## src/rtl/cpu_step_pkg.sv

```systemverilog
// Shared encodings for the MIPS demo step controller: button modes and FSM states.
package cpu_step_pkg;

  localparam logic [1:0] MODE_STEP  = 2'b00;
  localparam logic [1:0] MODE_BURST = 2'b01;
  localparam logic [1:0] MODE_RUN   = 2'b10;

  typedef enum logic [1:0] {
    StIdle  = 2'b00,
    StBurst = 2'b01,
    StRun   = 2'b10,
    StHalt  = 2'b11
  } state_e;

  // The unused encoding 2'b11 behaves as single-step.
  function automatic logic [1:0] decode_mode(input logic [1:0] mode);
    logic [1:0] m;
    unique case (mode)
      MODE_BURST: m = MODE_BURST;
      MODE_RUN:   m = MODE_RUN;
      default:    m = MODE_STEP;
    endcase
    return m;
  endfunction

endpackage

```

## src/rtl/btn_debounce.sv

```systemverilog
// Two-flop synchroniser and debounce counter for a raw button; emits a one-cycle
// pulse on each debounced 0->1 transition. Releases produce no pulse.
module btn_debounce #(
  parameter int unsigned DEBOUNCE_CYCLES = 50000
) (
  input  logic i_clk,
  input  logic i_reset,
  input  logic i_btn,
  output logic o_press
);

  localparam int unsigned CntW = $clog2(DEBOUNCE_CYCLES + 1);
  localparam logic [CntW-1:0] CntLast = CntW'(DEBOUNCE_CYCLES - 1);

  logic            r_sync1;
  logic            r_sync2;
  logic [CntW-1:0] r_cnt;
  logic            r_level;
  logic            r_level_prev;
  logic            r_press;
  logic            w_stable;

  assign w_stable = (r_sync2 == r_level);

  always_ff @(posedge i_clk) begin
    if (i_reset) begin
      r_sync1      <= 1'b0;
      r_sync2      <= 1'b0;
      r_cnt        <= '0;
      r_level      <= 1'b0;
      r_level_prev <= 1'b0;
      r_press      <= 1'b0;
    end else begin
      r_sync1      <= i_btn;
      r_sync2      <= r_sync1;
      r_level_prev <= r_level;
      r_press      <= r_level & ~r_level_prev;
      // Any bounce back to the current level restarts the stability window.
      if (w_stable) begin
        r_cnt <= '0;
      end else if (r_cnt == CntLast) begin
        r_cnt   <= '0;
        r_level <= r_sync2;
      end else begin
        r_cnt <= r_cnt + CntW'(1);
      end
    end
  end

  assign o_press = r_press;

endmodule

```

## src/rtl/cpu_step_ctrl.sv

```systemverilog
// Clock-enable controller for the pipelined MIPS demo: single-step, N-step burst or divided
// free-run. Define CPU_STEP_BREAKPOINT_EN to halt BURST/RUN when pc matches bp_addr.
module cpu_step_ctrl
  import cpu_step_pkg::*;
#(
  parameter int unsigned DEBOUNCE_CYCLES = 50000,
  parameter int unsigned BURST_W         = 8,
  parameter int unsigned DIV_W           = 24,
  parameter int unsigned CNT_W           = 16,
  parameter int unsigned PC_W            = 32
) (
  input  logic               i_clk,
  input  logic               i_reset,
  input  logic               i_sw_step,
  input  logic [1:0]         i_mode,
  input  logic [BURST_W-1:0] i_burst_len,
  input  logic [DIV_W-1:0]   i_run_div,
  input  logic [PC_W-1:0]    i_pc,
  input  logic [PC_W-1:0]    i_bp_addr,
  input  logic               i_bp_valid,
  output logic               o_cpu_en,
  output logic               o_busy,
  output logic               o_halted,
  output logic [CNT_W-1:0]   o_step_count
);

  state_e             r_state, w_state_d;
  logic [BURST_W-1:0] r_remaining, w_remaining_d;
  logic [DIV_W-1:0]   r_div, w_div_d;
  logic [DIV_W-1:0]   r_run_div, w_run_div_d;
  logic               r_first, w_first_d;
  logic               r_cpu_en, w_en_d;
  logic [CNT_W-1:0]   r_step_count;
  logic               w_press;
  logic               w_bp_hit;
  logic [1:0]         w_mode;

  btn_debounce #(
    .DEBOUNCE_CYCLES(DEBOUNCE_CYCLES)
  ) u_btn_debounce (
    .i_clk  (i_clk),
    .i_reset(i_reset),
    .i_btn  (i_sw_step),
    .o_press(w_press)
  );

  assign w_mode = decode_mode(i_mode);

`ifdef CPU_STEP_BREAKPOINT_EN
  // The first enable after leaving IDLE ignores the breakpoint so a resume can step off it.
  assign w_bp_hit = i_bp_valid && (i_pc == i_bp_addr) && !r_first;
`else
  logic w_unused_bp;
  assign w_unused_bp = ^{i_pc, i_bp_addr, i_bp_valid, r_first};
  assign w_bp_hit    = 1'b0;
`endif

  always_ff @(posedge i_clk) begin
    if (i_reset) begin
      r_state      <= StIdle;
      r_remaining  <= '0;
      r_div        <= '0;
      r_run_div    <= '0;
      r_first      <= 1'b0;
      r_cpu_en     <= 1'b0;
      r_step_count <= '0;
    end else begin
      r_state      <= w_state_d;
      r_remaining  <= w_remaining_d;
      r_div        <= w_div_d;
      r_run_div    <= w_run_div_d;
      r_first      <= w_first_d;
      r_cpu_en     <= w_en_d;
      r_step_count <= r_step_count + CNT_W'(w_en_d);
    end
  end

  always_comb begin
    w_state_d     = r_state;
    w_remaining_d = r_remaining;
    w_div_d       = r_div;
    w_run_div_d   = r_run_div;
    w_first_d     = r_first;
    w_en_d        = 1'b0;
    unique case (r_state)
      StIdle: begin
        if (w_press) begin
          unique case (w_mode)
            MODE_BURST: begin
              w_state_d     = StBurst;
              w_remaining_d = (i_burst_len == '0) ? BURST_W'(1) : i_burst_len;
              w_first_d     = 1'b1;
            end
            MODE_RUN: begin
              w_state_d   = StRun;
              w_div_d     = '0;
              w_run_div_d = i_run_div;
              w_first_d   = 1'b1;
            end
            default: w_en_d = 1'b1;
          endcase
        end
      end
      StBurst: begin
        if (w_press) begin
          w_state_d = StIdle;
        end else if (w_bp_hit) begin
          w_state_d = StHalt;
        end else begin
          w_en_d        = 1'b1;
          w_first_d     = 1'b0;
          w_remaining_d = r_remaining - BURST_W'(1);
          if (r_remaining == BURST_W'(1)) begin
            w_state_d = StIdle;
          end
        end
      end
      StRun: begin
        if (w_press) begin
          w_state_d = StIdle;
        end else if (r_div == '0) begin
          if (w_bp_hit) begin
            w_state_d = StHalt;
          end else begin
            w_en_d    = 1'b1;
            w_first_d = 1'b0;
            w_div_d   = r_run_div;
          end
        end else begin
          w_div_d = r_div - DIV_W'(1);
        end
      end
      StHalt: begin
        if (w_press) begin
          w_state_d = StIdle;
        end
      end
      default: w_state_d = StIdle;
    endcase
  end

  always_comb begin
    o_cpu_en = r_cpu_en;
    o_busy   = (r_state == StBurst) || (r_state == StRun);
    o_halted = (r_state == StHalt);
  end

  assign o_step_count = r_step_count;

endmodule

```

## config.mk

```make
export PLATFORM = sky130hd
export DESIGN_NAME = cpu_step_ctrl
export DESIGN_NICKNAME = d
export VERILOG_FILES = /design/src/rtl/cpu_step_pkg.sv /design/src/rtl/btn_debounce.sv /design/src/rtl/cpu_step_ctrl.sv
export SDC_FILE = /design/constraint.sdc
export NUM_CORES = 1
export LEC_CHECK = 0
export CAP_MARGIN = 20
export CORE_ASPECT_RATIO = 1.1
export CORE_UTILIZATION = 49
export CTS_CLUSTER_DIAMETER = 50
export DETAILED_ROUTE_END_ITERATION = 6
export GPL_TIMING_DRIVEN = 1
export PLACE_DENSITY = 0.92
export SETUP_SLACK_MARGIN = 0.5
export SYNTH_ARGS = -nofsm -noshare
export SYNTH_HDL_FRONTEND = slang
export SYNTH_SLANG_ARGS = --single-unit
```

## constraint.sdc

```tcl
create_clock -name i_clk -period 3.7 [get_ports i_clk]
set_input_delay 0.555 -clock i_clk [delete_from_list [all_inputs] [get_ports i_clk]]
set_output_delay 0.555 -clock i_clk [all_outputs]
set_load 0.01 [all_outputs]
```

# Yosys cells after proc, flatten, opt, wreduce, memory -nomap -nowiden
# Cells that the tools add are included.
# totals
input_bits	102
elab_cells	74
output_inout_bits	19
regBits	96
# classes
n_bitwise	3
n_eq_ne	18
mux	23
reduce_logical	14
addsub	4
# ops
operator	count
$mux W24	4
$pmux W24 S2	1
$mux W8	4
$logic_not A24 Y1	1
$sub A24 B1 Y24 const B	1
$add A16 B1 Y16	1
$add A16 B1 Y16 const B	1
$eq A16 B16 Y1 const B	1
$pmux W8 S2	1
$reduce_and A4 Y1	3
$eq A2 B2 Y1 const B	4
$eq A8 B1 Y1 const B	1
$logic_not A8 Y1	1
$mux W2	4
$ne A2 B1 Y1 const B	4
$pmux W2 S2	2
$sub A8 B1 Y8 const B	1
$eq A2 B1 Y1 const B	3
$pmux W2 S3	1
$mux W1	5
$ne A2 B2 Y1 const B	2
$reduce_bool A2 Y1	2
$reduce_or A2 Y1	2
$ne A3 B1 Y1 const B	1
10 further kinds	11

# Logic depth before layout (Yosys ltp)
# depth
ltp_word	8
depth_mapped	13
mapped_depth_nobuf	13

# Modules after synthesis
# Synthesis repeated with hierarchy kept, for this count alone.
# unflattened
hier_cells	559
area_unflattened_um2	4844.6
# by_module_without_submodules
mod	seq_area_each_um2	n_inst	cells_each	area_each_um2
cpu_step_ctrl	1501.4	1	468	3933.8
btn_debounce	420.4	1	91	910.9

# Worst setup path before layout
# Ideal clock, no wire load.
# synth_timing
path_type	register -> register
from	reg r_div[15]
to	reg r_step_count[15] (netlist: o_step_count[15])
required_ns	3.572
path_stages_with_launch	13
path_slack_ns	0.596
setup_time_ns	0.128
n_path_buf	1
t_arrival_ns	2.976
synth_period_minus_slack_ns	3.104
cell_sequence	dfxtp_1 > or4_1 > buf_2 > or3_4 > nor3_2 > nand2_1 > a211oi_1 > ha_1 > nand3_1 > nor3_1 > nand3_1 > xor2_1 > nor2_1
# synth_between
elab_chain_cells	5
# synth_rtl
element	line_no	rtl
start, declared	cpu_step_ctrl.sv:29	logic [DIV_W-1:0] r_div, w_div_d;
start signal, assigned	cpu_step_ctrl.sv:70	r_div <= w_div_d;
$logic_not A24 Y1	cpu_step_ctrl.sv:121	end else if (r_div == '0) begin
$mux W1	cpu_step_ctrl.sv:121	
$mux W1	cpu_step_ctrl.sv:119	if (w_press) begin
$pmux W1 S3	cpu_step_ctrl.sv:85	unique case (r_state)
net w_en_d	cpu_step_ctrl.sv:32	logic r_cpu_en, w_en_d;
$add A16 B1 Y16	cpu_step_ctrl.sv:74	r_step_count <= r_step_count + CNT_W'(w_en_d);
end signal, assigned	cpu_step_ctrl.sv:74	
end, declared	cpu_step_ctrl.sv:33	logic [CNT_W-1:0] r_step_count;
# The timed path passes the listed nets, and every way through them passes these cells.
# A chain may end at the register's enable or synchronous reset.

# Final worst setup path
# layout_timing
from	reg r_div[15]
to	reg r_step_count[14] (netlist: o_step_count[14])
# The elaborated chain is that of the path after synthesis.

==> reports/summary.json <==
{
  "sta": {
    "fmaxAchievable_mhz": 314.6,
    "timing.setup.tns_ns": 0,
    "total_count_of_hold_check_failures_in_the_final_report": 0,
    "setup_violating_endpoint_count_in_the_final_report": 0,
    "tightest_pin_transition_ns": 0.9615,
    "grt_setup_unrepaired": "yes",
    "timing_max_transition_violations_final": 0,
    "worst_slew_margin_rel_pct": 35.31,
    "final_critical_path_share_of_the_clock_period_pct": 85.90,
    "crit_path_time_final_ns": 3.178,
    "finalClockSkew_ns": 0.01041
  },
  "worst_hold_path": {
    "timing.hold.worst.class": "reg2reg",
    "timing.hold.worst.start": "u_btn_debounce.r_level_prev",
    "worstHoldEndpoint": "u_btn_debounce.o_press",
    "min_delay_path_depth": 1
  },
  "worst_setup_path": {
    "timing.critical_path.from_type": "flop",
    "crit_buf_inv": 0,
    "setup.worst_path.class": "reg2reg",
    "critical_path.top_delay_family": "simple AND/OR/NAND/NOR gates",
    "critical_path_peak_fanout": 5,
    "worst_reg_to_reg_setup_slack_ns": 0.52,
    "worst_path_max_delay_cell": "sky130_fd_sc_hd__or4_4",
    "worst_path_largest_cell_delay_ns": 0.54,
    "arrival_ns": 3.42,
    "worst_ep_required_time_ns": 3.94,
    "regToRegStartpoint": "r_div[15]",
    "cp_cell_sequence": "or4_4, or3_4, nor3_4, nand2_2, a211oi_4, ha_2, ha_4, nand2_4, nor4_4, nand2_1, xor2_1, nor2_1",
    "timing.rr.end": "o_step_count[14]",
    "endpoint_kind": "flop",
    "worstRegToRegCells": 12
  },
  "global_route": {
    "grt_pass1_vias": 4220,
    "wire_length_of_the_first_global_routing_pass_mm": 18.89,
    "grt_max_degree": 62,
    "globalRoute.totalOverflow": 0,
    "antenna_found_initial": 0,
    "grt_usage_pct": 23.96
  },
  "clock_network": {
    "clk_path_buf_depth": 2,
    "cts-buffers-inserted": 9,
    "tritoncts": "done",
    "deepest_level_of_the_cts_h_tree": 3,
    "hold_buffers": 0,
    "clock_tree.root_cell": "sky130_fd_sc_hd__clkbuf_8",
    "clk_transition_reported_paths_ns": 0.09,
    "clk_latency_ns": 0.37,
    "cts.sink_count": 96
  },
  "route": {
    "antenna_left": 0,
    "drc": 0,
    "wl_per_cell_um": 15.59,
    "drt_wl_total_mm": 11.57,
    "drtIter0Drc": 407,
    "vias_per_cell": 5.980,
    "drt_pass1_iterations": 5,
    "detailroute.via_count": 4437
  },
  "placed_design": {
    "routabilityCongestion": 0.9126,
    "placement.io_buffers": 55,
    "hpwlAfterDp_mm": 7.866,
    "place_inst": 721
  },
  "status": {
    "outcome": "completed"
  },
  "finish": {
    "post_route_cells_drive_above_1_share_pct": 8.439,
    "finalNonFillerCells": 742,
    "design.final.nets": 740,
    "antenna_cells_inserted": 0,
    "multiInputGateArea_mm2": 0.002645,
    "fillerInstances": 680,
    "flow.area_growth_from_synthesis_pct": 21.39,
    "sequential_cell_area_mm2": 0.001927
  },
  "synthesis": {
    "syn_avg_cell_area_um2": 8.179,
    "netlist.top_cell.by_area": "sky130_fd_sc_hd__dfxtp_1",
    "synthMostInstantiatedCell": "sky130_fd_sc_hd__dfxtp_1",
    "seq_area_frac_synth_pct": 41.22,
    "dominantRegCellSynth": "sky130_fd_sc_hd__dfxtp_1",
    "synth-edff-count": 0,
    "synth.top_cell.area_share_pct": 41.22,
    "yosys-top-cells-count": "96 x sky130_fd_sc_hd__dfxtp_1, 88 x sky130_fd_sc_hd__nand2_1, 57 x sky130_fd_sc_hd__nor2_1",
    "synth.net_count": 687,
    "yosysWarningCount": 0,
    "synthTopCellsByArea": "sky130_fd_sc_hd__dfxtp_1 41%, sky130_fd_sc_hd__nand2_1 7.1%, sky130_fd_sc_hd__nor2_1 4.6%",
    "syn-instance-count": 570,
    "synth_area_mm2": 0.004662,
    "synth-seq-cells": 96,
    "ys_types": 59,
    "synth_async_sr_flop_share_pct": 0
  },
  "die": {
    "core_area_mm2": 0.009054,
    "area_of_the_die_mm2": 0.009909,
    "boundaryPins": 121,
    "die_height_um": 104.3,
    "chipWidth_um": 95,
    "floorplan.rows": 36,
    "floorplan.initialDensity_pct": 51.49
  },
  "run": {
    "max_cap_violations": 0
  },
  "power_and_ir_drop": {
    "power-per-cell-area_mw_per_mm2": 343.4,
    "p_leak_uw": 0.002034,
    "irDropWorstVdd_mv": 0.2846
  }
}
## worst max-delay path by stage
stage | start | endpoint | cells after the start
floorplan | r_div[15] | o_step_count[15] | 12
global placement | r_div[15] | o_step_count[13] | 11
detailed placement | r_div[15] | o_step_count[12] | 12
CTS | r_div[15] | o_step_count[15] | 11
global route | r_div[15] | o_step_count[14] | 12
finish | r_div[15] | o_step_count[14] | 12
## cells in the final DEF, fill, tap and decap left out, types with 3 or more instances in the layout
cell	netlist	final
sky130_fd_sc_hd__nand4b_1	4	4
sky130_fd_sc_hd__nor3_1	19	16
sky130_fd_sc_hd__buf_4	0	14
sky130_fd_sc_hd__a21oi_1	39	39
sky130_fd_sc_hd__o21ai_0	20	20
sky130_fd_sc_hd__mux2i_1	8	8
sky130_fd_sc_hd__and3_1	11	11
sky130_fd_sc_hd__o2bb2ai_1	5	5
sky130_fd_sc_hd__clkbuf_8	0	11
sky130_fd_sc_hd__nor2_1	57	57
sky130_fd_sc_hd__xnor2_1	12	12
sky130_fd_sc_hd__dfxtp_1	96	94
sky130_fd_sc_hd__clkdlybuf4s50_1	0	54
sky130_fd_sc_hd__o21ai_1	9	9
sky130_fd_sc_hd__a22oi_1	3	3
sky130_fd_sc_hd__nand4_1	11	11
sky130_fd_sc_hd__or4_1	5	4
sky130_fd_sc_hd__nand2b_1	3	3
sky130_fd_sc_hd__a211oi_1	9	8
sky130_fd_sc_hd__nand3_1	15	14
sky130_fd_sc_hd__nand2_1	88	86
sky130_fd_sc_hd__xor2_1	17	17
sky130_fd_sc_hd__inv_1	16	16
sky130_fd_sc_hd__or3_1	9	9
sky130_fd_sc_hd__a31oi_1	4	4
sky130_fd_sc_hd__o22ai_1	7	7
sky130_fd_sc_hd__ha_1	15	13
sky130_fd_sc_hd__nor2b_1	9	9
sky130_fd_sc_hd__o31ai_1	5	5
sky130_fd_sc_hd__nor4_1	7	6
sky130_fd_sc_hd__nand3b_1	3	3
sky130_fd_sc_hd__a32oi_1	7	7
## sequential cells by signal, summed over array words and instances (netlist names)
signal	flops
o_cpu_en	1
o_step_count	16
r_div	24
r_remaining	8
r_run_div	24
r_state	2
u_btn_debounce.o_press	1
u_btn_debounce.r_cnt	16
u_btn_debounce.r_level	1
u_btn_debounce.r_level_prev	1
u_btn_debounce.r_sync1	1
u_btn_debounce.r_sync2	1
## power by group
group	internal, µW	total, µW	switching (µW)
sequential	1040	1040	4.74
combinational	65.1	127	62.3
clock	416	775	358
total	1520	1940	425
## stage by stage
| stage | hold slack, ns | total power [µW] | instance area (µm²) | setup slack (ns) | utilization (%) |
|---|---|---|---|---|---|
| finish | 0.4004 | 1944 | 5659 | 0.5217 | 62.51 |
| global route | 0.4067 | 2009 | 5659 | 0.4646 | 62.51 |
| CTS | 0.4010 | 1942 | 5560 | 0.5198 | 61.42 |
| detailed placement | 0.3948 | 1186 | 5298 | 0.2737 | 58.51 |
| global placement | 0.3785 | 1181 | 5298 | 0.4095 | 58.51 |
| floorplan | 0.3674 | 1124 | 4662 | 0.5963 | - |
## layout make-up
type | instances | area share [%]
Sequential cell | 96 | 34.05
Tap cell | 114 | 2.520
Clock buffer | 11 | 2.675
Inverter | 17 | 1.128
Multi-Input combinational cell | 430 | 46.74
Clock inverter | 5 | 1.393
Timing Repair Buffer | 69 | 11.50
## what timing repair did
| item | 4_1_cts | 5_1_grt |
|---|---|---|
| hold endpoints to repair | 0 | 0 |
| resized for setup | 6 | 14 |
| endpoints found under the setup margin | 7 | 6 |
| pin swaps | 1 | 6 |
| buffers inserted | 0 | 5 |
## worst register-to-register path, stage by stage, from the launching register on
cell,delay [ns]
sky130_fd_sc_hd__dfxtp_4,0.36
sky130_fd_sc_hd__or4_4,0.54
sky130_fd_sc_hd__or3_4,0.44
sky130_fd_sc_hd__nor3_4,0.15
sky130_fd_sc_hd__nand2_2,0.10
sky130_fd_sc_hd__a211oi_4,0.30
sky130_fd_sc_hd__ha_2,0.24
sky130_fd_sc_hd__ha_4,0.16
sky130_fd_sc_hd__nand2_4,0.08
sky130_fd_sc_hd__nor4_4,0.32
sky130_fd_sc_hd__nand2_1,0.12
sky130_fd_sc_hd__xor2_1,0.17
sky130_fd_sc_hd__nor2_1,0.06
## per-layer routing
layer	vias up	GRT usage (%)	wire length, µm
met2	175	40.34	5864
met1	2090	28.19	4653
met4	0	12.66	340
met3	38	4.678	710
li1	2134	-	-
met5	-	0	0
## logic make-up after synthesis
logic type	count (synthesis)	share of synthesized area (%)
buf+inv	44	3.945
xor+xnor	29	5.448
mux	9	1.959
compound gates	122	16.56
simple gates	255	26.84
flops	96	41.22
fa+ha+maj	15	4.026
Power figures use the tool's default switching activity.
